==> config.mk <==
export PLATFORM = sky130hd
export DESIGN_NAME = imu_avalon_regfile
export DESIGN_NICKNAME = d
export VERILOG_FILES = /design/src/rtl/imu_regfile_pkg.sv /design/src/rtl/imu_avalon_regfile_slot.sv /design/src/rtl/imu_avalon_regfile.sv
export SDC_FILE = /design/constraint.sdc
export NUM_CORES = 1
export LEC_CHECK = 0
export ABC_AREA = 1
export BUFFER_PORTS_ARGS = -buffer_cell sky130_fd_sc_hd__buf_2
export CAP_MARGIN = 15
export CORE_ASPECT_RATIO = 1.5
export CORE_MARGIN = 2
export CORE_UTILIZATION = 43
export CTS_BUF_LIST = sky130_fd_sc_hd__clkbuf_8
export CTS_CLUSTER_DIAMETER = 60
export DETAILED_ROUTE_END_ITERATION = 6
export GPL_TIMING_DRIVEN = 0
export MAX_ROUTING_LAYER = met4
export SYNTH_ARGS = -nofsm -noshare
export SYNTH_HDL_FRONTEND = slang
export SYNTH_SLANG_ARGS = --single-unit
export TNS_END_PERCENT = 1
==> constraint.sdc <==
create_clock -name clk -period 6.2 [get_ports clk]
set_input_delay 1.86 -clock clk [delete_from_list [all_inputs] [get_ports clk]]
set_output_delay 1.86 -clock clk [all_outputs]
set_load 0.05 [all_outputs]
==> src/rtl/imu_regfile_pkg.sv <==
// Shared constants for the IMU Avalon register file: address offsets
// relative to NUM_CH, CTRL bit positions, OVR bit base and an address
// classifier used by the top-level decode.
package imu_regfile_pkg;

    localparam int unsigned STATUS_OFS      = 0;
    localparam int unsigned CTRL_OFS        = 1;
    localparam int unsigned COUNT_OFS       = 2;
    localparam int unsigned RSVD_OFS        = 3;
    localparam int unsigned WR_BASE_OFS     = 4;

    localparam int unsigned CTRL_FREEZE_BIT = 0;
    localparam int unsigned CTRL_SNAP_BIT   = 1;

    localparam int unsigned OVR_BASE        = 16;
    localparam int unsigned COUNT_W         = 32;

    typedef enum logic [2:0] {
        REG_CHAN   = 3'd0,
        REG_STATUS = 3'd1,
        REG_CTRL   = 3'd2,
        REG_COUNT  = 3'd3,
        REG_RSVD   = 3'd4,
        REG_WR     = 3'd5,
        REG_NONE   = 3'd6
    } reg_kind_e;

    // Classify a word address into the register kind it selects.
    function automatic reg_kind_e decode_kind(
        input logic [31:0] a,
        input int unsigned num_ch,
        input int unsigned num_wr
    );
        reg_kind_e kind;
        if (a < num_ch) begin
            kind = REG_CHAN;
        end else if (a == num_ch + STATUS_OFS) begin
            kind = REG_STATUS;
        end else if (a == num_ch + CTRL_OFS) begin
            kind = REG_CTRL;
        end else if (a == num_ch + COUNT_OFS) begin
            kind = REG_COUNT;
        end else if (a == num_ch + RSVD_OFS) begin
            kind = REG_RSVD;
        end else if (a < num_ch + WR_BASE_OFS + num_wr) begin
            kind = REG_WR;
        end else begin
            kind = REG_NONE;
        end
        return kind;
    endfunction

endpackage

==> src/rtl/imu_avalon_regfile_slot.sv <==
// One sensor channel slot: shadow register, snapshot register, sticky NEW
// flag and, when IMU_REGFILE_OVERRUN_EN is defined, a sticky OVR flag.
// A capture strobe always wins over a clear-on-read in the same cycle.
module imu_channel_slot
    import imu_regfile_pkg::*;
#(
    parameter int unsigned DATA_W = 32
) (
    input  logic              clk,
    input  logic              reset,
    input  logic [DATA_W-1:0] sample_data,
    input  logic              sample_valid,
    input  logic              snap_req,
    input  logic              status_clr,
    output logic [DATA_W-1:0] shadow,
    output logic [DATA_W-1:0] snap,
    output logic              new_flag
`ifdef IMU_REGFILE_OVERRUN_EN
    ,
    output logic              ovr_flag
`endif
);

    logic [DATA_W-1:0] shadow_r;
    logic [DATA_W-1:0] snap_r;
    logic              new_r;

    // Capture sample into shadow; snapshot copies the pre-update shadow.
    always_ff @(posedge clk) begin
        if (reset) begin
            shadow_r <= {DATA_W{1'b0}};
            snap_r   <= {DATA_W{1'b0}};
        end else begin
            if (sample_valid) begin
                shadow_r <= sample_data;
            end
            if (snap_req) begin
                snap_r <= shadow_r;
            end
        end
    end

    // Sticky NEW flag: set by capture, cleared by STATUS read, capture wins.
    always_ff @(posedge clk) begin
        if (reset) begin
            new_r <= 1'b0;
        end else if (sample_valid) begin
            new_r <= 1'b1;
        end else if (status_clr) begin
            new_r <= 1'b0;
        end
    end

`ifdef IMU_REGFILE_OVERRUN_EN
    logic ovr_r;

    // Sticky OVR flag: a capture landing on an unread sample that is not being read now.
    always_ff @(posedge clk) begin
        if (reset) begin
            ovr_r <= 1'b0;
        end else if (sample_valid && new_r && !status_clr) begin
            ovr_r <= 1'b1;
        end else if (status_clr) begin
            ovr_r <= 1'b0;
        end
    end

    assign ovr_flag = ovr_r;
`endif

    assign shadow   = shadow_r;
    assign snap     = snap_r;
    assign new_flag = new_r;

endmodule

==> src/rtl/imu_avalon_regfile.sv <==
// Avalon-MM slave register file for the IMU subsystem. Captures NUM_CH
// sensor channels into shadow registers with sticky NEW status, supports an
// atomic snapshot / freeze mode, counts sample cycles, and exposes NUM_WR
// host-writable output registers. Read latency is fixed at one cycle.
// Optional feature macro: IMU_REGFILE_OVERRUN_EN (sticky OVR flags in
// STATUS bits [NUM_CH+15:16]).
module imu_avalon_regfile
    import imu_regfile_pkg::*;
#(
    parameter int unsigned NUM_CH = 8,
    parameter int unsigned DATA_W = 32,
    parameter int unsigned ADDR_W = 5,
    parameter int unsigned NUM_WR = 3
) (
    input  logic                     clk,
    input  logic                     reset,
    input  logic                     chipselect,
    input  logic [ADDR_W-1:0]        addr,
    input  logic                     read,
    input  logic                     write,
    input  logic [DATA_W-1:0]        writedata,
    output logic [DATA_W-1:0]        readdata,
    output logic                     readdatavalid,
    input  logic [NUM_CH*DATA_W-1:0] sample_data,
    input  logic [NUM_CH-1:0]        sample_valid,
    output logic [NUM_WR*DATA_W-1:0] wr_regs,
    output logic [NUM_WR-1:0]        wr_strobe
);

    reg_kind_e         kind_s;
    logic              rd_acc_s;
    logic              wr_acc_s;
    logic              status_clr_s;
    logic              snap_req_s;

    logic [DATA_W-1:0] shadow_s [NUM_CH];
    logic [DATA_W-1:0] snap_s   [NUM_CH];
    logic [NUM_CH-1:0] new_s;
`ifdef IMU_REGFILE_OVERRUN_EN
    logic [NUM_CH-1:0] ovr_s;
`endif

    logic              freeze_r;
    logic [COUNT_W-1:0] count_r;
    logic [DATA_W-1:0] wr_reg_r [NUM_WR];
    logic [NUM_WR-1:0] wr_hit_s;
    logic [NUM_WR-1:0] wr_strobe_r;

    logic [DATA_W-1:0] chan_rd_s;
    logic [DATA_W-1:0] wr_rd_s;
    logic [DATA_W-1:0] status_s;
    logic [DATA_W-1:0] ctrl_rd_s;
    logic [DATA_W-1:0] rdata_s;
    logic [DATA_W-1:0] readdata_r;
    logic              readdatavalid_r;

    // Bus acceptance: a write always wins over a simultaneous read.
    assign wr_acc_s     = chipselect && write;
    assign rd_acc_s     = chipselect && read && !write;
    assign kind_s       = decode_kind(32'(addr), NUM_CH, NUM_WR);
    assign status_clr_s = rd_acc_s && (kind_s == REG_STATUS);
    assign snap_req_s   = wr_acc_s && (kind_s == REG_CTRL) && writedata[CTRL_SNAP_BIT];

    for (genvar k = 0; k < NUM_CH; k++) begin : g_slot
        imu_channel_slot #(
            .DATA_W (DATA_W)
        ) u_slot (
            .clk          (clk),
            .reset        (reset),
            .sample_data  (sample_data[k*DATA_W +: DATA_W]),
            .sample_valid (sample_valid[k]),
            .snap_req     (snap_req_s),
            .status_clr   (status_clr_s),
            .shadow       (shadow_s[k]),
            .snap         (snap_s[k]),
            .new_flag     (new_s[k])
`ifdef IMU_REGFILE_OVERRUN_EN
            ,
            .ovr_flag     (ovr_s[k])
`endif
        );
    end

    // FREEZE bit of CTRL; SNAP is a pulse and is not stored.
    always_ff @(posedge clk) begin
        if (reset) begin
            freeze_r <= 1'b0;
        end else if (wr_acc_s && (kind_s == REG_CTRL)) begin
            freeze_r <= writedata[CTRL_FREEZE_BIT];
        end
    end

    // Sample counter: one increment per cycle with any capture strobe, wraps naturally.
    always_ff @(posedge clk) begin
        if (reset) begin
            count_r <= {COUNT_W{1'b0}};
        end else if (|sample_valid) begin
            count_r <= count_r + 32'd1;
        end
    end

    // Decode which host-writable register (if any) is targeted this cycle.
    always_comb begin
        wr_hit_s = {NUM_WR{1'b0}};
        for (int i = 0; i < NUM_WR; i++) begin
            wr_hit_s[i] = wr_acc_s && (addr == ADDR_W'(NUM_CH + WR_BASE_OFS + i));
        end
    end

    // Host-writable output registers and their one-cycle write strobes.
    always_ff @(posedge clk) begin
        if (reset) begin
            for (int i = 0; i < NUM_WR; i++) begin
                wr_reg_r[i] <= {DATA_W{1'b0}};
            end
            wr_strobe_r <= {NUM_WR{1'b0}};
        end else begin
            wr_strobe_r <= wr_hit_s;
            for (int i = 0; i < NUM_WR; i++) begin
                if (wr_hit_s[i]) begin
                    wr_reg_r[i] <= writedata;
                end
            end
        end
    end

    // Channel read source: live shadow, or the snapshot while frozen.
    always_comb begin
        chan_rd_s = {DATA_W{1'b0}};
        for (int k = 0; k < NUM_CH; k++) begin
            chan_rd_s = chan_rd_s |
                        ((addr == ADDR_W'(k)) ? (freeze_r ? snap_s[k] : shadow_s[k])
                                              : {DATA_W{1'b0}});
        end
    end

    // Readback of the host-writable registers.
    always_comb begin
        wr_rd_s = {DATA_W{1'b0}};
        for (int i = 0; i < NUM_WR; i++) begin
            wr_rd_s = wr_rd_s |
                      ((addr == ADDR_W'(NUM_CH + WR_BASE_OFS + i)) ? wr_reg_r[i]
                                                                   : {DATA_W{1'b0}});
        end
    end

    // STATUS word: NEW flags in the low bits, OVR flags from OVR_BASE when enabled.
    always_comb begin
        status_s               = {DATA_W{1'b0}};
        status_s[NUM_CH-1:0]   = new_s;
`ifdef IMU_REGFILE_OVERRUN_EN
        status_s[OVR_BASE +: NUM_CH] = ovr_s;
`endif
    end

    // CTRL readback: only FREEZE is visible, SNAP always reads 0.
    always_comb begin
        ctrl_rd_s                  = {DATA_W{1'b0}};
        ctrl_rd_s[CTRL_FREEZE_BIT] = freeze_r;
    end

    // Read data mux over the whole address map; unmapped and reserved read 0.
    always_comb begin
        rdata_s = {DATA_W{1'b0}};
        case (kind_s)
            REG_CHAN:   rdata_s = chan_rd_s;
            REG_STATUS: rdata_s = status_s;
            REG_CTRL:   rdata_s = ctrl_rd_s;
            REG_COUNT:  rdata_s = DATA_W'(count_r);
            REG_RSVD:   rdata_s = {DATA_W{1'b0}};
            REG_WR:     rdata_s = wr_rd_s;
            REG_NONE:   rdata_s = {DATA_W{1'b0}};
            default:    rdata_s = {DATA_W{1'b0}};
        endcase
    end

    // Registered read response with fixed one-cycle latency; reset drops it.
    always_ff @(posedge clk) begin
        if (reset) begin
            readdata_r      <= {DATA_W{1'b0}};
            readdatavalid_r <= 1'b0;
        end else begin
            readdatavalid_r <= rd_acc_s;
            if (rd_acc_s) begin
                readdata_r <= rdata_s;
            end
        end
    end

    for (genvar i = 0; i < NUM_WR; i++) begin : g_wr_pack
        assign wr_regs[i*DATA_W +: DATA_W] = wr_reg_r[i];
    end

    assign readdata      = readdata_r;
    assign readdatavalid = readdatavalid_r;
    assign wr_strobe     = wr_strobe_r;

endmodule

==> flow_summary_export.csv, run 1 <==
group,metric,value,unit
outcome,outcome,"complete, but fails checks",
outcome,violations,"design-rule violations",
logic_synthesis,yosysSeqAreaShare,0.482,
setup_path,slowest_delay,840,ps
logic_synthesis,async_flop_share,0,
power,power_leakage,15.3,nW
setup_path,rr_worst_depth,10,
setup_path,cp_slowest_cell,"clkbuf_1",
setup_path,r2r_end,"readdata[20]",
setup_path,cp_top_family,"buffers and inverters",
timing,post-route-period-util,0.725,
setup_path,required,6710,ps
power,powerDensity,267,nW/um^2
finish,layout_common_cells,"nand2_1, o21ai_0, dfxtp_1, nor2_1, buf_2",
die,die_w,221,um
logic_synthesis,yosys-top-cells-area,"dfxtp_1, nand2_1, o21ai_0",
routing,firstDrtPassIters,7,
logic_synthesis,synth_edf_count,96,
setup_path,critPathLaunchType,"primary input",
clock_network,numCtsBuffers,105,
place,placedCellCount,5689,
clock_network,cts_tree,"built",
finish,fill_cells,7418,
global_route,grt_overflow,0,
power,peakVddDrop,0.000166,V
logic_synthesis,ys.warnings.count,0,
global_route,grt_start_max_net_pins,26,
die,initial_core_util,0.434,
logic_synthesis,avgSynthCellArea,7.00,um^2
worst_hold_path,holdPathStages,2,
setup_path,r2r_setup_slack,3210,ps
die,io_pins,438,
clock_network,cts_sinks,685,
routing,wl_per_cell,23.2,um
setup_path,crit_fanout,24,
routing,num_vias,31300,
finish,area_delta_synth_final,18.1,%
timing,final_hold_viol_count,0,
setup_path,end_kind,"flip-flop",
logic_synthesis,syn_area,30400,um^2
clock_network,clk_latency,770,ps
clock_network,clock_path_buffers,3,
setup_path,cp_num_cells,6,
global_route,first_global_vias,29400,
logic_synthesis,ys_types,32,
setup_path,cp.arrival,5010,ps
setup_path,critPathBufInv,5,
clock_network,cts_setup_buffers,0,
worst_hold_path,hold_end,"g_slot[5].u_slot.snap[30]",
routing,route.detailed.drc,2,
clock_network,h-tree-depth,3,
setup_path,r2r-start,"freeze_r",
die,fp.coreArea,70100,um^2
timing,skew,34.6,ps
place,place_hpwl,107000,um
setup_path,crit_type,"primary input to flip-flop",
logic_synthesis,synth-seq-cells,685,
finish,nets,5196,
clock_network,cts_resized,0,
power,p_total,9.60,mW
logic_synthesis,synth_top_area_frac,0.388,
logic_synthesis,synthCells,4344,
die,die_h,330,um
setup_path,cp_common_cell,"clkbuf_1",
routing,via_per_inst,5.32,
setup_path,cp-startpoint,"reset",
logic_synthesis,synth_top_flop_cell,"dfxtp_1",
finish,drive_gt1_frac,0.150,
routing,detail-route-antenna-nets,0,
timing,max_slew_margin,0.314,
finish,fin_cells,5879,
clock_network,clkTransAtPathRegs,60,ps
routing,dr.first_iter.drc_count,3069,
logic_synthesis,syn-num-nets,4651,
worst_hold_path,hp-start,"g_slot[5].u_slot.snap[30]",
timing,worst_slew_pin_slew,1030,ps
global_route,grt_pass1_wl,193000,um
routing,wl,136000,um
timing,finalSetupViolations,0,
worst_hold_path,min_path_type,"flip-flop to flip-flop",
clock_network,hold_buffers,0,
die,rows,119,
setup_path,worstPathCellList,"clkbuf_1, inv_1, clkbuf_1, clkbuf_1, o21ai_4, buf_12",
global_route,grt_use_total,0.375,
logic_synthesis,yosys.area.top_type,"dfxtp_1",
clock_network,clockRootBuffer,"clkbuf_8",
timing,fmax,222,MHz
flow_run,cap_violations,0,
timing,finalCriticalPeriod,4500,ps
die,die_area,72900,um^2
place,placement.io_buffers,435,
timing,grt_setup_unrepaired,"false",
place,gp_congestion,1.07,
finish,layout_commonest_cell,"nand2_1",
global_route,antenna_found_initial,7,
timing,finalMaxSlewViolations,0,
-- tightest hold or removal path, cell delays in order, from the launching register on --
cell	delay (ps)
dfxtp_1	310
inv_1	50
a21oi_1	50
-- synthesized netlist by cell type (3+ instances only) --
| master | n |
|---|---|
| nor3_1 | 14 |
| xor2_1 | 7 |
| and2_0 | 10 |
| nand2_1 | 974 |
| nor2_4 | 3 |
| inv_2 | 14 |
| nand2_2 | 3 |
| edfxtp_1 | 96 |
| nor2_1 | 569 |
| o21ai_0 | 644 |
| buf_1 | 4 |
| dfxtp_1 | 589 |
| nand4_1 | 29 |
| nor2_2 | 9 |
| o21a_1 | 3 |
| buf_2 | 115 |
| o21ai_1 | 80 |
| buf_4 | 9 |
| clkbuf_1 | 146 |
| clkinv_1 | 4 |
| a21oi_1 | 435 |
| inv_1 | 477 |
| nand3_1 | 101 |
-- registers in the layout, indices dropped and copies added, names as in the netlist --
| name | count |
|---|---|
| g_slot.u_slot.shadow | 256 |
| wr_reg_r | 96 |
| g_slot.u_slot.snap | 256 |
| wr_strobe | 3 |
| g_slot.u_slot.new_flag | 8 |
| count_r | 32 |
| freeze_r | 1 |
| readdatavalid | 1 |
| readdata | 32 |
-- per-layer routing --
layer	vias to the layer above	track usage	wire, um
met5	-	-	0
met4	0	0.288	12000
met3	366	0.0526	9930
met2	1427	0.598	62700
met1	14500	0.428	51600
li1	15000	-	-
-- logic make-up (layout without fill, tap and decap cells) --
family                   Yosys count  after routing  share of synthesized area
AND/OR/NAND/NOR                 1718           1718                      0.222
AO/OA/AOI/OAI                   1163           1163                      0.192
buffers and inverters            769           1393                      0.101
flip-flops                       685            685                      0.482
XOR/XNOR                           8              8                    0.00230
adder cells (fa/ha/maj)            1              1                   0.000411
other                              0              4                          0
-- where the power goes --
group	internal (mW)	switching, mW	total, mW
registers	4.67	0.129	4.80
clock network	1.98	1.88	3.86
logic	0.269	0.677	0.946
total	6.92	2.69	9.60
-- layout make-up --
class,instances,area [um^2],share of cell area
sequential,685,14700,0.408
multi-input combinational,2890,12700,0.354
timing repair buffer,438,2240,0.0622
inverter,495,1860,0.0517
clock buffer,131,1800,0.0502
buffer,274,1210,0.0336
tap,907,1130,0.0316
clock inverter,55,300,0.00835
antenna,4,10.0,0.000278
-- worst max path at each step --
stage	end	slack, ps
finish	wr_reg_r[0][46]	1700
global route	wr_reg_r[0][92]	1800
CTS	wr_reg_r[0][91]	1870
detailed placement	wr_reg_r[0][82]	1050
global placement	wr_reg_r[0][18]	-1500
floorplan	wr_reg_r[0][0]	960
-- metrics by stage --
step | cell area [um^2] | hold WS [ps] | setup slack, ps | TNS [ps] | util
after global placement | 33700 | 432 | -1500 | -139900 | 0.481
after detailed placement | 33800 | 436 | 1050 | 0 | 0.482
after global routing | 35900 | 454 | 1800 | 0 | 0.512
after floorplan | 30400 | 424 | 956 | 0 | -
after CTS | 35900 | 446 | 1870 | 0 | 0.512
final | 35900 | 444 | 1700 | 0 | 0.513
Note: power is estimated with default switching activity, not from simulation.
==> run 2, diff against run 1 <==
ABC_AREA = 0   (was 1)
clock period = 4.51 ns   (was 6.2 ns; I/O delays follow)
==> run 2 against run 1 <==
- the flow still finishes with violations (design-rule violations)
- synthesized area fell by 5.6%
- worst setup slack worse by 1300 ps
- worst hold slack improved by 8.5 ps
- global-route usage increased by 2.8 points
- register-to-register slack got worse by 2800 ps
- sequential power rose by 38%
- critical path depth rose by 2
- final cell count is 22% lower
- via count decreased by 14%
- critical endpoint is now readdata[8]
- highest routed layer unchanged
==> flow_summary_export.csv, run 2 <==
group,metric,value,unit
timing,finalSetupViolations,0,
timing,skew,43.5,ps
die,rows,116,
flow_run,cap_violations,0,
logic_synthesis,yosysSeqAreaShare,0.511,
clock_network,h-tree-depth,3,
die,initial_core_util,0.433,
setup_path,cp_top_family,"buffers and inverters",
logic_synthesis,avgSynthCellArea,9.44,um^2
place,placedCellCount,4360,
logic_synthesis,synth_common_cells,"dfxtp_1, nand2_1, mux2i_1",
logic_synthesis,synthCells,3042,
place,dpl_cell_area,32000,um^2
global_route,grt_use_total,0.402,
clock_network,cts_resized,0,
timing,worst_slew_pin_slew,1270,ps
clock_network,cts_tree,"built",
die,die_area,68900,um^2
logic_synthesis,ys_types,58,
finish,layout_commonest_cell,"dfxtp_1",
setup_path,critPathLaunchType,"flip-flop",
finish,layout_common_cells,"dfxtp_1, nand2_1, mux2i_1, buf_2, nor2_1",
global_route,first_global_vias,24800,
routing,detail-route-antenna-nets,0,
finish,fin_area,34100,um^2
logic_synthesis,synth_most_common_cell,"dfxtp_1",
logic_synthesis,synth_compound_area_frac,0.118,
timing,post-route-period-util,0.901,
place,gp_congestion,1.06,
setup_path,worstPathCellList,"buf_2, buf_2, buf_2, buf_2, mux2i_1, o22ai_1, nor3_1, a31oi_1",
place,placement.io_buffers,429,
power,power_leakage,12.8,nW
die,die_w,215,um
logic_synthesis,synth-seq-cells,685,
finish,fin_cells,4561,
global_route,grt_overflow,0,
routing,route.detailed.drc,1,
die,die_h,320,um
logic_synthesis,synthMuxAreaShare,0.179,
logic_synthesis,synth-xor-area-share,0.00702,
clock_network,clock_path_buffers,3,
logic_synthesis,syn_area,28700,um^2
routing,firstDrtPassIters,7,
logic_synthesis,synth_top_area_frac,0.411,
global_route,grt_start_max_net_pins,33,
logic_synthesis,yosys-top-cells-area,"dfxtp_1, mux2i_1, edfxtp_1",
timing,fmax,246,MHz
die,io_pins,438,
setup_path,end_kind,"flip-flop",
clock_network,clockRootBuffer,"clkbuf_8",
setup_path,cp_common_cell,"buf_2",
routing,dr.first_iter.drc_count,3169,
setup_path,crit_fanout,10,
clock_network,numCtsBuffers,106,
power,peakVddDrop,0.000231,V
outcome,outcome,"complete, but fails checks",
timing,final_hold_viol_count,0,
setup_path,crit_type,"flip-flop to flip-flop",
setup_path,cp.arrival,4700,ps
clock_network,clk_latency,790,ps
timing,grt_setup_unrepaired,"false",
logic_synthesis,async_flop_share,0,
timing,finalCriticalPeriod,4070,ps
clock_network,clkTransAtPathRegs,70,ps
global_route,grt_pass1_wl,188000,um
finish,drive_gt1_frac,0.180,
routing,wl,139000,um
power,powerDensity,385,nW/um^2
place,place_hpwl,106000,um
logic_synthesis,synth_fa_ha_area_frac,0.000436,
logic_synthesis,syn-num-nets,3349,
logic_synthesis,synth_edf_count,96,
clock_network,cts_sinks,685,
clock_network,hold_buffers,0,
setup_path,slowest_delay,680,ps
logic_synthesis,yosys.area.top_type,"dfxtp_1",
routing,via_per_inst,5.88,
timing,finalMaxSlewViolations,0,
outcome,violations,"design-rule violations",
finish,nets,3890,
setup_path,cp_slowest_cell,"nor3_1",
global_route,antenna_found_initial,7,
setup_path,required,5140,ps
timing,max_slew_margin,0.151,
logic_synthesis,synth_top_family_by_area,"multiplexers",
die,fp.coreArea,66300,um^2
logic_synthesis,ys.warnings.count,0,
routing,num_vias,26800,
routing,wl_per_cell,30.4,um
worst_hold_path,min_path_type,"flip-flop to flip-flop",
logic_synthesis,synth_top_flop_cell,"dfxtp_1",
finish,area_delta_synth_final,18.9,%
clock_network,cts_setup_buffers,0,
logic_synthesis,synth-simple-area-share,0.146,
setup_path,critPathBufInv,4,
## run 2: final timing paths
| path | from | to | slack [ps] | depth (start not counted) |
|---|---|---|---|---|
| max | freeze_r | readdata[8] | 440 | 8 |
| min | g_slot[0].u_slot.snap[18] | g_slot[0].u_slot.snap[18] | 450 | 2 |
| max reg2reg | freeze_r | readdata[8] | 440 | 8 |
| min reg2reg | g_slot[0].u_slot.snap[18] | g_slot[0].u_slot.snap[18] | 450 | 2 |
## run 2: routing by layer
layer | up-vias | wire, um | global-route usage
li1 | 11700 | - | -
met1 | 12900 | 50900 | 0.463
met2 | 1699 | 61600 | 0.612
met3 | 473 | 12900 | 0.0769
met4 | 0 | 13200 | 0.329
met5 | - | 0 | -
## run 2: report_power, final
part           switching (mW)  total [mW]  internal [mW]
sequential              0.219        6.60           6.38
clock                    2.63        5.33           2.70
combinational           0.835        1.21          0.371
total                    3.69        13.1           9.46
## run 2: final cells by class
class	instances	area, um^2
clock inverters	67	369
flip-flops and latches	685	14700
clock buffers	126	1730
multi-input cells	2109	13000
diodes	8	20.0
fillers	6521	32200
repair buffers	433	2190
inverters	10	37.5
well taps	885	1110
plain buffers	238	1050
## run 2: tightest hold or removal path, stage by stage (launching register included)
cell     delay (ps)
dfxtp_1         310
nand2_1          50
a21oi_1          50
## run 2: logic make-up (layout without fill, tap and decap cells)
family | after synthesis | count (layout)
AOI/OAI and AO/OA | 542 | 542
xor gates and xnor gates | 23 | 23
adders and majority gates | 1 | 1
buffers and inverters | 248 | 874
DFF | 685 | 685
muxes | 514 | 514
other | 0 | 8
and+or+nand+nor | 1029 | 1029
## run 2: per-stage QoR
stage | utilization | setup TNS (ps) | worst slack, ps | hold WS, ps | total power, mW
2_1_floorplan | - | 0 | 740 | 436 | 7.27
3_3_place_gp | 0.482 | -48430 | -1320 | 441 | 7.89
3_5_place_dp | 0.483 | -27.1 | -27.1 | 446 | 7.91
4_1_cts | 0.514 | 0 | 689 | 454 | 13.1
5_1_grt | 0.515 | 0 | 592 | 467 | 13.5
6_report | 0.515 | 0 | 444 | 453 | 13.1
